## src/rtl/mips_pkg.sv

```systemverilog
// Shared definitions for the MIPS pipeline: writeback source selects,
// load-type encodings and the link-address offset.
package mips_pkg;

    localparam logic [1:0] MEMTOREG_ALU  = 2'b00;
    localparam logic [1:0] MEMTOREG_LOAD = 2'b01;
    localparam logic [1:0] MEMTOREG_LINK = 2'b10;

    localparam logic [2:0] LD_LW  = 3'b000;
    localparam logic [2:0] LD_LH  = 3'b001;
    localparam logic [2:0] LD_LHU = 3'b010;
    localparam logic [2:0] LD_LB  = 3'b011;
    localparam logic [2:0] LD_LBU = 3'b100;

    // Return address of a jump-and-link sits past the delay slot.
    localparam int unsigned LINK_OFFSET = 8;

endpackage

```

## src/rtl/mem_wb_stage_load_align.sv

```systemverilog
// load_align: picks the addressed byte/half out of a little-endian memory
// word and sign- or zero-extends it. Unknown load types behave as LW.
module load_align
    import mips_pkg::*;
#(
    parameter int DW = 32
) (
    input  logic [DW-1:0] rdata,
    input  logic [1:0]    addr_lo,
    input  logic [2:0]    loadtype,
    output logic [DW-1:0] aligned
);

    logic [7:0]  byte_sel;
    logic [15:0] half_sel;

    // Lane extraction then extension by load type.
    always_comb begin
        byte_sel = rdata[{addr_lo, 3'b000} +: 8];
        half_sel = rdata[{addr_lo[1], 4'b0000} +: 16];
        case (loadtype)
            LD_LB:   aligned = {{(DW-8){byte_sel[7]}}, byte_sel};
            LD_LBU:  aligned = {{(DW-8){1'b0}}, byte_sel};
            LD_LH:   aligned = {{(DW-16){half_sel[15]}}, half_sel};
            LD_LHU:  aligned = {{(DW-16){1'b0}}, half_sel};
            default: aligned = rdata;
        endcase
    end

endmodule

```

## src/rtl/mem_wb_stage.sv

```systemverilog
// mem_wb_stage: MEM/WB pipeline register, writeback source select, register
// file write port and retired-instruction counter.
// Optional feature: define WB_BYPASS_EN to add a combinational write-through
// path so an ID-stage read in the same cycle as a WB write sees the new value.
module mem_wb_stage
    import mips_pkg::*;
#(
    parameter int DW    = 32,
    parameter int AW    = 5,
    parameter int CNT_W = 32
) (
    input  logic             clk,
    input  logic             reset,
    input  logic             stall_i,
    input  logic             flush_i,
    input  logic             mem_valid,
    input  logic             mem_regwrite,
    input  logic [1:0]       mem_memtoreg,
    input  logic [2:0]       mem_loadtype,
    input  logic [1:0]       mem_addr_lo,
    input  logic [DW-1:0]    mem_aluresult,
    input  logic [DW-1:0]    mem_rdata,
    input  logic [DW-1:0]    mem_pc,
    input  logic [AW-1:0]    mem_dest,
`ifdef WB_BYPASS_EN
    input  logic [AW-1:0]    id_rs_addr,
    input  logic [AW-1:0]    id_rt_addr,
    input  logic [DW-1:0]    rf_rdata1,
    input  logic [DW-1:0]    rf_rdata2,
    output logic [DW-1:0]    id_rs_data,
    output logic [DW-1:0]    id_rt_data,
`endif
    output logic             RegWriteWB,
    output logic [AW-1:0]    regwriteaddrWB,
    output logic [DW-1:0]    regwritedataWB,
    output logic             wb_valid,
    output logic [CNT_W-1:0] retire_count
);

    localparam logic [DW-1:0] LINK_OFF = DW'(LINK_OFFSET);

    logic             valid_q;
    logic             regwrite_q;
    logic [1:0]       memtoreg_q;
    logic [2:0]       loadtype_q;
    logic [1:0]       addr_lo_q;
    logic [DW-1:0]    aluresult_q;
    logic [DW-1:0]    rdata_q;
    logic [DW-1:0]    pc_q;
    logic [AW-1:0]    dest_q;
    logic [CNT_W-1:0] retire_q;
    logic [CNT_W-1:0] retire_d;
    logic [DW-1:0]    load_data;

    // The instruction sitting in WB retires unless the stage is held;
    // a same-cycle flush only kills the incoming instruction.
    always_comb begin
        retire_d = retire_q;
        if (valid_q && !stall_i) begin
            retire_d = retire_q + CNT_W'(1);
        end
    end

    // Stage register: flush beats stall beats capture.
    always_ff @(posedge clk or posedge reset) begin
        if (reset) begin
            valid_q     <= 1'b0;
            regwrite_q  <= 1'b0;
            memtoreg_q  <= '0;
            loadtype_q  <= '0;
            addr_lo_q   <= '0;
            aluresult_q <= '0;
            rdata_q     <= '0;
            pc_q        <= '0;
            dest_q      <= '0;
            retire_q    <= '0;
        end else begin
            retire_q <= retire_d;
            if (flush_i) begin
                valid_q <= 1'b0;
            end else if (!stall_i) begin
                valid_q     <= mem_valid;
                regwrite_q  <= mem_regwrite;
                memtoreg_q  <= mem_memtoreg;
                loadtype_q  <= mem_loadtype;
                addr_lo_q   <= mem_addr_lo;
                aluresult_q <= mem_aluresult;
                rdata_q     <= mem_rdata;
                pc_q        <= mem_pc;
                dest_q      <= mem_dest;
            end
        end
    end

    load_align #(.DW(DW)) u_load_align (
        .rdata    (rdata_q),
        .addr_lo  (addr_lo_q),
        .loadtype (loadtype_q),
        .aligned  (load_data)
    );

    // Writeback source select; the reserved encoding falls back to ALU.
    always_comb begin
        case (memtoreg_q)
            MEMTOREG_LOAD: regwritedataWB = load_data;
            MEMTOREG_LINK: regwritedataWB = pc_q + LINK_OFF;
            default:       regwritedataWB = aluresult_q;
        endcase
    end

    // Writes to r0 are suppressed; a stalled write simply repeats.
    always_comb begin
        RegWriteWB     = valid_q && regwrite_q && (dest_q != '0);
        regwriteaddrWB = dest_q;
        wb_valid       = valid_q;
        retire_count   = retire_q;
    end

`ifdef WB_BYPASS_EN
    // Write-through so the ID stage never reads stale RF data.
    always_comb begin
        id_rs_data = rf_rdata1;
        id_rt_data = rf_rdata2;
        if (RegWriteWB && (id_rs_addr == regwriteaddrWB)) begin
            id_rs_data = regwritedataWB;
        end
        if (RegWriteWB && (id_rt_addr == regwriteaddrWB)) begin
            id_rt_data = regwritedataWB;
        end
    end
`endif

endmodule

```

## config.mk

```make
export PLATFORM = sky130hd
export DESIGN_NAME = mem_wb_stage
export DESIGN_NICKNAME = d
export VERILOG_FILES = /design/src/rtl/mips_pkg.sv /design/src/rtl/mem_wb_stage_load_align.sv /design/src/rtl/mem_wb_stage.sv
export SDC_FILE = /design/constraint.sdc
export NUM_CORES = 1
export LEC_CHECK = 0
export ABC_CLOCK_PERIOD_IN_PS = 3800
export BUFFER_PORTS_ARGS = -buffer_cell sky130_fd_sc_hd__buf_2
export CORE_MARGIN = 3
export CORE_UTILIZATION = 37
export CTS_CLUSTER_SIZE = 10
export DETAILED_ROUTE_END_ITERATION = 10
export MAX_ROUTING_LAYER = met4
export SYNTH_ARGS = -nofsm -noshare
export SYNTH_HDL_FRONTEND = slang
export SYNTH_SLANG_ARGS = --single-unit
```

## constraint.sdc

```tcl
create_clock -name clk -period 3.8 [get_ports clk]
set_input_delay 0.38 -clock clk [delete_from_list [all_inputs] [get_ports clk]]
set_output_delay 0.38 -clock clk [all_outputs]
set_load 0.1 [all_outputs]
```

==> metrics <==
setup violators final 0; Lkg Pwr 4.082 nW; final wirelength 19850 um; Seq cells post-synth 142; min cycle time layout 3530 ps; Initial DRC Count 319; R2R cell count 5; internal power 3.262 mW; die width 146.1 um; total global-route track usage 19.38%; global-route wire length before repair 31510 um; worst-margin pin slew 1038 ps; Final Hold Vio Count 0; worst r2r src retire_count[2]; class of the worst hold path in -> reg; # hold bufs at CTS 0; combinational share of power 35.5%; via-per-instance ratio 5.090; sequential element share of the synthesized area 48.93%; cell taking the most area after synthesis dfrtp_1; clk buf depth 2; dpl cell area 8457 sq um; grt met3 use 5.369%; Mapped Cells 638; fillcell total 1825; wire length per cell 18.14 um; maximum vdd drop 363.9 uV; relative slew slack 30.68%; Worst setup SP type flop; drt pass-1 iters 4; Worst EP required 3420 ps; initial core utilization 38.18%; antenna violations before repair 7; Post-synth top flop dfrtp_1; Placeable Area 19020 sq um; crit end category output port; CTS resizes 0; Slew Viols, Final 0; die area 21340 sq um; IO buf count 184; H-tree Lvls 4; HP Start flush_i; PD cells 618.8 nW/um^2; CTS tree done; RSZ-0062 raised after global routing no; switching pwr 2.353 mW; Synthesis Warnings 0; dominant cell by count in the synthesized netlist dfrtp_1; Worst-Skew Late Latency 420 ps; root buf cell clkbuf_16; synth top area cells dfrtp_1 (49%), mux2_2 (16%), xor2_1 (3.7%); fin crit share 92.88%; fin nets 933; Switching Share 41.90%; GR peak layer met2; Area growth syn-to-layout 24.95%; layout cells sized above 1 41.48%; Total Power 5.615 mW; CTS buffer count 17; critical path peak fanout 18; worst path arrival time 3150 ps; outcome finished, final reports clean; Reg clk slew, reported paths 60 ps; via count of the first global-routing pass 5592; DP Wirelength 14890 um; post-synth net total 756; Clock Power Share 30.5%; maximum clock frequency 283.3 MHz; pin count of the biggest net entering global routing 115; Sum Neg Setup Slack 0 ps; reg2reg setup slack 2010 ps; Post-synth top cells dfrtp_1 (142), mux2_2 (105), nand2_1 (53); DRC Markers 0; asr flop ratio synth 100.0%; antenna viol nets, final 0; sequential share of power 34.0%; # Post-CTS Setup Buffers 0; met1 usage 25.46%; worst hold path depth 2; Rows 50; Setup CP Type reg -> out; Worst Skew 3.590 ps; Yosys cell types 54; FF-to-FF End retire_count[31]; Die H 146.1 um; Vias 5569; I/O pins 185; Synth Area per Inst 11.38 sq um; Final Core Density 47.71%; top cell type's share of synthesized area 48.93%; Final Wtd Congestion 0.8936; # Max-Cap Violations 0; fin area 9074 sq um; EDFF count, synth 0; CTS Sinks 142; Placed Cells 1056; Layout Cells excl Fill 1094; Cell Area, Synth 7262 sq um; GR Util met2 29.08%; GR Overflow Total 0; Endpoint, Worst Hold wb_valid
## flip-flops by register name, indices dropped and copies added, names as in the netlist
register and cells:
addr_lo_q 2, aluresult_q 32, loadtype_q 3, memtoreg_q 2
pc_q 32, rdata_q 32, regwrite_q 1, regwriteaddrWB 5
retire_count 32, wb_valid 1
## stage by stage
step / hold WS, ps / setup slack (ps)
6_report: 156.7 / 270.4
2_1_floorplan: 446.4 / 87.27
3_3_place_gp: 457.0 / 894.8
4_1_cts: 137.5 / 329.2
5_1_grt: 142.2 / 105.3
3_5_place_dp: 462.7 / 784.4
## how the worst max path moves through the flow
stage               depth (start not counted)          start  slack, ps                  to
floorplan                                   5  memtoreg_q[0]         90  regwritedataWB[13]
global placement                            5  loadtype_q[2]        890  regwritedataWB[15]
detailed placement                          5  loadtype_q[2]        780  regwritedataWB[10]
CTS                                         5  loadtype_q[2]        330  regwritedataWB[10]
global route                                5  loadtype_q[2]        110  regwritedataWB[15]
finish                                      5  loadtype_q[2]        270  regwritedataWB[10]
## cell families after synthesis
logic type               count (synthesis)  share of synthesized area (%)
AO/OA/AOI/OAI                           85                          9.166
XOR/XNOR                                60                          7.340
adder cells (fa/ha/maj)                  4                         0.6892
buffers and inverters                   41                          2.395
flip-flops                             142                          48.93
multiplexers                           116                          17.80
AND/OR/NAND/NOR                        190                          13.68
## worst max-delay path, stage by stage, from the launching register on
cell	delay, ps
dfrtp_1	510
xnor2_2	730
o221ai_1	530
o221ai_1	440
o211ai_1	180
buf_2	340
## cell usage in the layout (no fill, tap or decap), drive strengths merged, types with 21 or more instances in the layout
cell type,netlist,final
o221ai,21,21
nand2,53,53
dfrtp,142,142
buf,14,192
nor2,47,47
nand3,27,27
mux2,105,105
xnor2,29,29
xor2,31,31
clkbuf,20,22
## layout make-up
cell class                 instances  area (sq um)  area share, %
sequential                       142          3553          39.16
multi-input combinational        455          3542          39.04
timing repair buffer             192          1006          11.09
clock buffer                      22         464.2          5.116
tap                              260         325.3          3.585
clock inverter                     9         135.1          1.489
inverter                           7         30.03         0.3309
antenna                            7         17.52         0.1931
## power by group through the flow
stage | sequential (mW) | clock [mW] | combinational, mW
3_5_place_dp | 1.93 | 0 | 2.00
6_report | 1.91 | 1.71 | 1.99
5_1_grt | 1.94 | 1.82 | 2.10
2_1_floorplan | 2.05 | 0 | 1.45
3_3_place_gp | 1.93 | 0 | 2.00
4_1_cts | 1.91 | 1.74 | 2.01
## metal layers
layer / part of all wire [%] / vias up
met3: 6.7 / 16
met4: 1.4 / 0
li1: - / 2684
met2: 47 / 149
met1: 45 / 2720
met5: 0 / -
No activity file was read; power rests on OpenSTA's default activity.
